[src/rtl/lu_mem_pkg.sv]
// Shared constants for the lu_processor data-memory arbiter: default widths,
// FSM state encoding and the supported requester count.
package lu_mem_pkg;

    localparam int ADDR_W_DEF = 4;
    localparam int DATA_W_DEF = 8;
    localparam int NREQ_MAX   = 4;

    localparam logic [0:0] ST_IDLE = 1'b0;
    localparam logic [0:0] ST_OWN  = 1'b1;

    function automatic int idx_w(input int n);
        return (n > 1) ? $clog2(n) : 1;
    endfunction

endpackage

[src/rtl/lu_mem_arbiter_pick.sv]
// Combinational round-robin picker: first set request at or above rr_ptr,
// wrapping from NREQ-1 back to 0.
module lu_rr_pick
    import lu_mem_pkg::*;
#(
    parameter int NREQ  = 2,
    parameter int IDX_W = idx_w(NREQ)
) (
    input  logic [NREQ-1:0]  req,
    input  logic [IDX_W-1:0] rr_ptr,
    output logic             any,
    output logic [NREQ-1:0]  winner,
    output logic [IDX_W-1:0] winner_idx
);

    logic [IDX_W-1:0] cand;

    // Walk from the farthest slot back towards rr_ptr so the nearest requester is written last.
    always_comb begin
        any        = |req;
        winner     = '0;
        winner_idx = '0;
        cand       = '0;
        for (int k = NREQ - 1; k >= 0; k--) begin
            cand = IDX_W'((int'(rr_ptr) + k) % NREQ);
            if (req[cand]) begin
                winner       = '0;
                winner[cand] = 1'b1;
                winner_idx   = cand;
            end
        end
    end

endmodule

[src/rtl/lu_mem_arbiter.sv]
// Round-robin owner of the SyncMEM2P write/read port with optional burst lock;
// read data is routed back one cycle later to the requester that issued it.
module lu_mem_arbiter
    import lu_mem_pkg::*;
#(
    parameter int NREQ      = 2,
    parameter int ADDR_W    = ADDR_W_DEF,
    parameter int DATA_W    = DATA_W_DEF,
    parameter int MAX_BURST = 4
) (
    input  logic                     clk,
    input  logic                     rst,
    input  logic [NREQ-1:0]          req,
    input  logic [NREQ-1:0]          req_we,
    input  logic [NREQ-1:0]          req_lock,
    input  logic [NREQ*ADDR_W-1:0]   req_addr,
    input  logic [NREQ*DATA_W-1:0]   req_wdata,
    output logic [NREQ-1:0]          gnt,
    output logic                     mem_en,
    output logic                     mem_we,
    output logic [ADDR_W-1:0]        mem_addr,
    output logic [DATA_W-1:0]        mem_wdata,
    input  logic [DATA_W-1:0]        mem_rdata,
    output logic [NREQ-1:0]          rsp_valid,
    output logic [DATA_W-1:0]        rsp_data,
    output logic                     busy
);

    localparam int         IDX_W      = idx_w(NREQ);
    localparam logic [3:0] BURST_LAST = 4'(MAX_BURST - 1);

    logic [0:0]                   state;
    logic [IDX_W-1:0]             owner;
    logic [IDX_W-1:0]             rr_ptr;
    logic [IDX_W-1:0]             next_ptr;
    logic [3:0]                   burst_cnt;

    logic [NREQ-1:0][ADDR_W-1:0]  addr_v;
    logic [NREQ-1:0][DATA_W-1:0]  wdata_v;

    logic                         pick_any;
    logic [NREQ-1:0]              pick_oh;
    logic [IDX_W-1:0]             pick_idx;

    logic                         own_req;
    logic                         own_we;
    logic                         own_lock;
    logic                         release_now;

    assign addr_v  = req_addr;
    assign wdata_v = req_wdata;

    lu_rr_pick #(
        .NREQ  (NREQ),
        .IDX_W (IDX_W)
    ) u_pick (
        .req        (req),
        .rr_ptr     (rr_ptr),
        .any        (pick_any),
        .winner     (pick_oh),
        .winner_idx (pick_idx)
    );

    assign own_req  = req[owner];
    assign own_we   = req_we[owner];
    assign own_lock = req_lock[owner];

    // gnt is only nonzero in OWN, so this gating also blocks transfers in IDLE.
    assign mem_en    = own_req & gnt[owner];
    assign mem_we    = mem_en & own_we;
    assign mem_addr  = addr_v[owner];
    assign mem_wdata = wdata_v[owner];

    assign rsp_data  = mem_rdata;
    assign busy      = (state == ST_OWN);

    assign release_now = (state == ST_OWN) &&
                         (!own_req || (mem_en && (!own_lock || burst_cnt == BURST_LAST)));

    assign next_ptr = (owner == IDX_W'(NREQ - 1)) ? '0 : owner + 1'b1;

    always_ff @(posedge clk or posedge rst) begin
        if (rst) begin
            state     <= ST_IDLE;
            owner     <= '0;
            rr_ptr    <= '0;
            burst_cnt <= '0;
            gnt       <= '0;
            rsp_valid <= '0;
        end else begin
            // One-deep response tag: gnt is the owner's one-hot while a handshake is live.
            rsp_valid <= (mem_en && !own_we) ? gnt : '0;

            case (state)
                ST_IDLE: begin
                    if (pick_any) begin
                        owner <= pick_idx;
                        gnt   <= pick_oh;
                        state <= ST_OWN;
                    end
                end
                ST_OWN: begin
                    if (mem_en)
                        burst_cnt <= burst_cnt + 4'd1;
                    if (release_now) begin
                        gnt       <= '0;
                        burst_cnt <= '0;
                        rr_ptr    <= next_ptr;
                        state     <= ST_IDLE;
                    end
                end
                default: begin
                    gnt   <= '0;
                    state <= ST_IDLE;
                end
            endcase
        end
    end

endmodule

[config.mk]
export PLATFORM = sky130hd
export DESIGN_NAME = lu_mem_arbiter
export DESIGN_NICKNAME = d
export VERILOG_FILES = /design/src/rtl/lu_mem_pkg.sv /design/src/rtl/lu_mem_arbiter_pick.sv /design/src/rtl/lu_mem_arbiter.sv
export SDC_FILE = /design/constraint.sdc
export NUM_CORES = 1
export LEC_CHECK = 0
export CAP_MARGIN = 20
export CORE_MARGIN = 2
export CORE_UTILIZATION = 32
export CTS_BUF_LIST = sky130_fd_sc_hd__clkbuf_4
export DETAILED_ROUTE_END_ITERATION = 6
export PLACE_DENSITY = 0.85
export SYNTH_ARGS = -nofsm -noshare
export SYNTH_HDL_FRONTEND = slang
export SYNTH_SLANG_ARGS = --single-unit
[constraint.sdc]
create_clock -name clk -period 2.2 [get_ports clk]
set_clock_uncertainty 0.2 [all_clocks]
set_input_delay 0.44 -clock clk [delete_from_list [all_inputs] [get_ports clk]]
set_output_delay 0.44 -clock clk [all_outputs]
set_load 0.05 [all_outputs]
# After elaboration in Yosys (flattened, before gate mapping)
# Cells that the tools add are included.
op_classes:
  n_reduce_logical: 16
  muxes: 34
  bitwise_logic: 3
  n_eq_ne: 3
  add_sub_neg: 3
  n_lt_le_gt_ge: 5
ops:
  columns: ["cell", "n"]
  rows:
  - ["1-bit 2-to-1 mux", 19]
  - ["4-bit 2-to-1 mux", 4]
  - ["8-bit 2-to-1 mux", 2]
  - ["2-bit 2-to-1 mux", 5]
  - ["2-bit AND reduction", 4]
  - ["1-bit by 2-bit < comparator with 1-bit output, second input constant", 3]
  - ["1-bit logical AND", 5]
  - ["4-bit by 1-bit adder with 4-bit output, second input constant", 1]
  - ["4-bit by 2-bit == test with 1-bit output, second input constant", 1]
  - ["2-bit case mux with 2 select lines", 1]
  - ["1-bit logical NOT", 3]
  - ["1-bit adder, second input constant", 2]
  - ["1-bit bitwise AND", 2]
  - ["1-bit demux with 1-bit select", 2]
  - ["1-bit greater-or-equal comparator, second input constant", 2]
  - ["1-bit logical OR", 2]
  - ["2-bit by 1-bit inequality test with 1-bit output, second input constant", 1]
  - ["2-bit inequality test, second input constant", 1]
  - ["1-bit case mux with 2 select lines", 1]
  - ["2-bit nonzero test", 1]
  - ["2-bit OR reduction", 1]
  - ["1-bit NOT", 1]
totals:
  register_bits: 11
  output_inout_bits: 27
  elab_cells: 70
  input_bits: 40

# Logic depth before layout (Yosys ltp)
depth:
  depth_word: 9
  depth_mapped: 5
  depth_no_buf: 5

# Modules after synthesis
# From an unflattened synthesis, not the netlist that was laid out.
hier_totals:
  cells_unflattened: 92
  area_unflattened_um2: 875.8
by_module_without_submodules:
  columns: ["module", "area_each_um2", "cells_per_inst", "instances"]
  rows:
  - ["lu_mem_arbiter", 843.3, 87, 1]
  - ["lu_rr_pick", 32.5, 5, 1]

# Worst setup path before layout
# OpenSTA, ideal clock, no wires.
synth_timing:
  path_kind: "register -> output"
  start: "register gnt[0]"
  end: "output mem_we"
  n_path_buf: 0
  slack_ns: -0.770
  arrival_ns: 2.330
  path_stages_with_launch: 5
  t_required_ns: 1.560
  cell_sequence: "dfrtp_1 > nand2_1 > o21ai_1 > inv_1 > nor2_1"
synth_between:
  elab_chain_len: 4
synth_lines:
  columns: ["item", "line_no", "source"]
  rows:
  - ["from (decl)", "lu_mem_arbiter.sv:18", "output logic [NREQ-1:0] gnt,"]
  - ["from (signal assigned)", "lu_mem_arbiter.sv:98", "gnt <= pick_oh;"]
  - ["1-bit 2-to-1 mux (implied by the code) (2 in a row)", "lu_mem_arbiter.sv:69", "assign mem_en = own_req & gnt[owner];"]
  - ["1-bit bitwise AND", "lu_mem_arbiter.sv:69", null]
  - ["net mem_en", "lu_mem_arbiter.sv:19", "output logic mem_en,"]
  - ["1-bit bitwise AND", "lu_mem_arbiter.sv:70", "assign mem_we = mem_en & own_we;"]
  - ["to (decl)", "lu_mem_arbiter.sv:20", "output logic mem_we,"]
# The timed path passes the listed nets, and every way through them passes these cells. The select of a mux whose other input is x is not followed.

# Worst setup path after layout
layout_timing:
  start: "input req[1]"
  end: "output mem_we"
layout_between:
  elab_chain_len: 4
layout_lines:
  columns: ["item", "line_no", "source"]
  rows:
  - ["from (decl)", "lu_mem_arbiter.sv:13", "input logic [NREQ-1:0] req,"]
  - ["1-bit 2-to-1 mux (implied by the code) (2 in a row)", "lu_mem_arbiter.sv:64", "assign own_req = req[owner];"]
  - ["1-bit bitwise AND", "lu_mem_arbiter.sv:69", null]
  - ["1-bit bitwise AND", "lu_mem_arbiter.sv:70", null]
# Every way passes these cells. The select of a mux whose other input is x is not followed.

==> results by group <==
Run status
  • Status: completed

Pwr
  • Leakage Power: 0.588 nW
  • IR Drop Worst-Case VDD: 0.000907 V
  • PD cells: 1240 mW/mm^2

Synthesis
  • Synth warn: 0
  • Seq/Total Area, Yosys: 0.351
  • Avg Inst Size Synth: roughly 9.3 sq um
  • Asr flop ratio synth: 1.00
  • EDFF count, synth: 0
  • Yosys cell types: 24
  • Yosys reg bits: 11
  • Top cells by area, synth: dfrtp_1, mux2_1, mux2_2
  • Main synth FF type: dfrtp_1
  • Syn Nets: ~130
  • Post-Synthesis Cells: 84
  • Post-Syn Area: 783 sq um
  • Area leader, netlist: dfrtp_1
  • Synth cell count leaders: dfrtp_1, nand2_1, buf_4, mux2_1
  • Yosys top cell area share: 0.351
  • Most common cell in the netlist: dfrtp_1

STA
  • Worst slew margin: 0.673
  • Slew of the pin with the lowest slew margin: 489 ps
  • Final critical-path share of the clock period: 0.983
  • Fmax achieved: around 460 MHz
  • Max-slew violations: 0
  • Setup violators final: 0
  • Clock period minus worst slack: 2160 ps
  • Slack of the critical path: 37.6 ps
  • Final Hold Viols: 0

Routing
  • Vias: 786
  • DRT Wirelength: 1.99 mm
  • Post-DR wirelength/cell: 12.4 microns
  • ANT nets after route: 0
  • WL met3: between 200 and 250 microns
  • Pre-antenna DRT Iters: 4
  • Uppermost routed layer: met4
  • DRC: 0
  • DRT iter0 DRCs: 5
  • Routed met1 length: 741 microns
  • Routed met2 length: a little over 1 mm
  • Vias per cell: 4.91

GRT
  • GRT Util Overall: 0.161
  • Initial antenna violation count: 0
  • Vias in the first global route: 807
  • Total grt overflow: 0
  • First-pass GRT wire length: 3.31 mm
  • Largest net degree at the start of global routing: 24

CTS
  • Cts bufs inserted: 3
  • CTS root buffer: clkbuf_4
  • Clk slew on worst S/H paths: 70 ps
  • Clock Path Buffers: 2
  • Worst skew pair latency: 270 ps
  • CTS H-tree lvls: 1
  • Clk sinks: 11
  • CTS tree: yes
  • Hold buffers post-CTS: 0
  • Post_cts resized: 0
  • Buffer count from post-CTS setup fixing: 0

Min path
  • HP Class: in -> async

Cells and area
  • Synth-to-Final Area Change: 69.6%
  • Antenna cells: 0
  • Final #Nets: 174
  • Fin cells: 160
  • Share of cells above drive strength 1: 0.280

Die
  • Die footprint: 0.00286 sq mm
  • Core Area: 0.00225 sq mm
  • Io pins: 67
  • Starting density of the core: 0.347
  • Row count: 17
  • DIE WIDTH: about 53 microns
  • Die height: approximately 53 microns

Job
  • Max_cap viols: 0

Setup path
  • CP max FO: 5
  • WP data arrival: 1520 ps
  • Critical Path Start Type: primary input
  • Critical path class: in -> out
  • CP endpoint kind: output pin
  • Flop2flop setup slack: 350 ps
  • Req. time, crit path: between 1500 and 2000 ps

Place
  • IO Port Bufs: 50
  • Final HPWL DP: 1.71 mm
  • Placed cell count: 156
  • Gp weighted congestion: around 0.77
  • Placement Setup Slack: 18.2 ps
-- sequential cells by signal, indices dropped and copies added (netlist names) --
signal,cells
rsp_valid,2
owner,1
busy,1
burst_cnt,4
rr_ptr,1
gnt,2
-- critical path: stages --
cell	delay [ps]
clkdlybuf4s50_1	560
nand3_2	110
o21ai_4	70
inv_1	80
nor2_4	120
buf_12	140
-- cell type report --
class | count | area (sq um)
Clock buffer | 4 | 30.0
Tap cell | 28 | 35.0
Timing Repair Buffer | 54 | 526
Inverter | 6 | 22.5
Fill cell | 208 | 926
Sequential cell | 11 | 277
Multi-Input combinational cell | 57 | 439
-- routing by layer --
metal | global-route usage | vias up
met3 | 0.0508 | 4
li1 | - | 385
met2 | 0.284 | 45
met5 | 0 | -
met4 | 0.0641 | 0
met1 | 0.175 | 352
-- layout by cell type (no fill, tap or decap) --
cell,count
clkbuf_4,4
dfrtp_1,10
a211o_1,1
a21oi_1,2
mux2i_1,3
or4_1,1
nand3_2,1
mux2_2,6
inv_1,6
mux2_1,8
nand3b_1,1
nor2_2,1
nor2_4,1
nand2_1,10
o21ai_1,5
buf_4,18
nand2b_1,2
o21ai_4,1
ha_1,1
o21ai_0,2
o211ai_1,2
o2bb2ai_1,1
o211a_2,1
dfrtp_2,1
nand3_1,3
buf_12,3
clkdlybuf4s50_1,33
or3b_1,1
and3_1,3
-- power by group --
part           leakage (nW)  switching [mW]  internal, mW
logic                 0.428           0.691         0.459
registers             0.142          0.0716         0.270
clock network        0.0184          0.0702        0.0826
-- kinds of logic (layout without fill, tap and decap cells) --
family / count (synthesis) / after routing / share of synthesized area
buf+inv: 16 / 64 / 0.118
compound gates: 15 / 15 / 0.118
mux: 17 / 17 / 0.240
flops: 11 / 11 / 0.351
fa+ha+maj: 1 / 1 / 0.0160
simple gates: 24 / 24 / 0.157
-- final timing paths --
check / from / end / depth (start not counted)
worst max-delay path: req[1] / mem_we / 6
worst min-delay path: rst / burst_cnt[1] / 2
worst max register to register: burst_cnt[0] / rr_ptr / 5
worst min register to register: burst_cnt[1] / burst_cnt[1] / 2
max in group asynchronous: rst / gnt[0] / 2
min in group clk: burst_cnt[1] / burst_cnt[1] / 2
-- through the flow --
| step | total power, mW | TNS, ps | util | hold WS [ps] | cell area, sq um |
|---|---|---|---|---|---|
| after global placement | 1.48 | 0 | 0.574 | 284 | 1290 |
| after global routing | 1.75 | -17.2 | 0.589 | 299 | 1330 |
| after detailed placement | 1.50 | 0 | 0.574 | 295 | 1290 |
| after floorplan | 1.14 | 0 | - | 92.4 | 803 |
| final | 1.64 | 0 | 0.589 | 255 | 1330 |
| after CTS | 1.66 | 0 | 0.587 | 276 | 1320 |
Note: power is estimated with default switching activity, not from simulation.
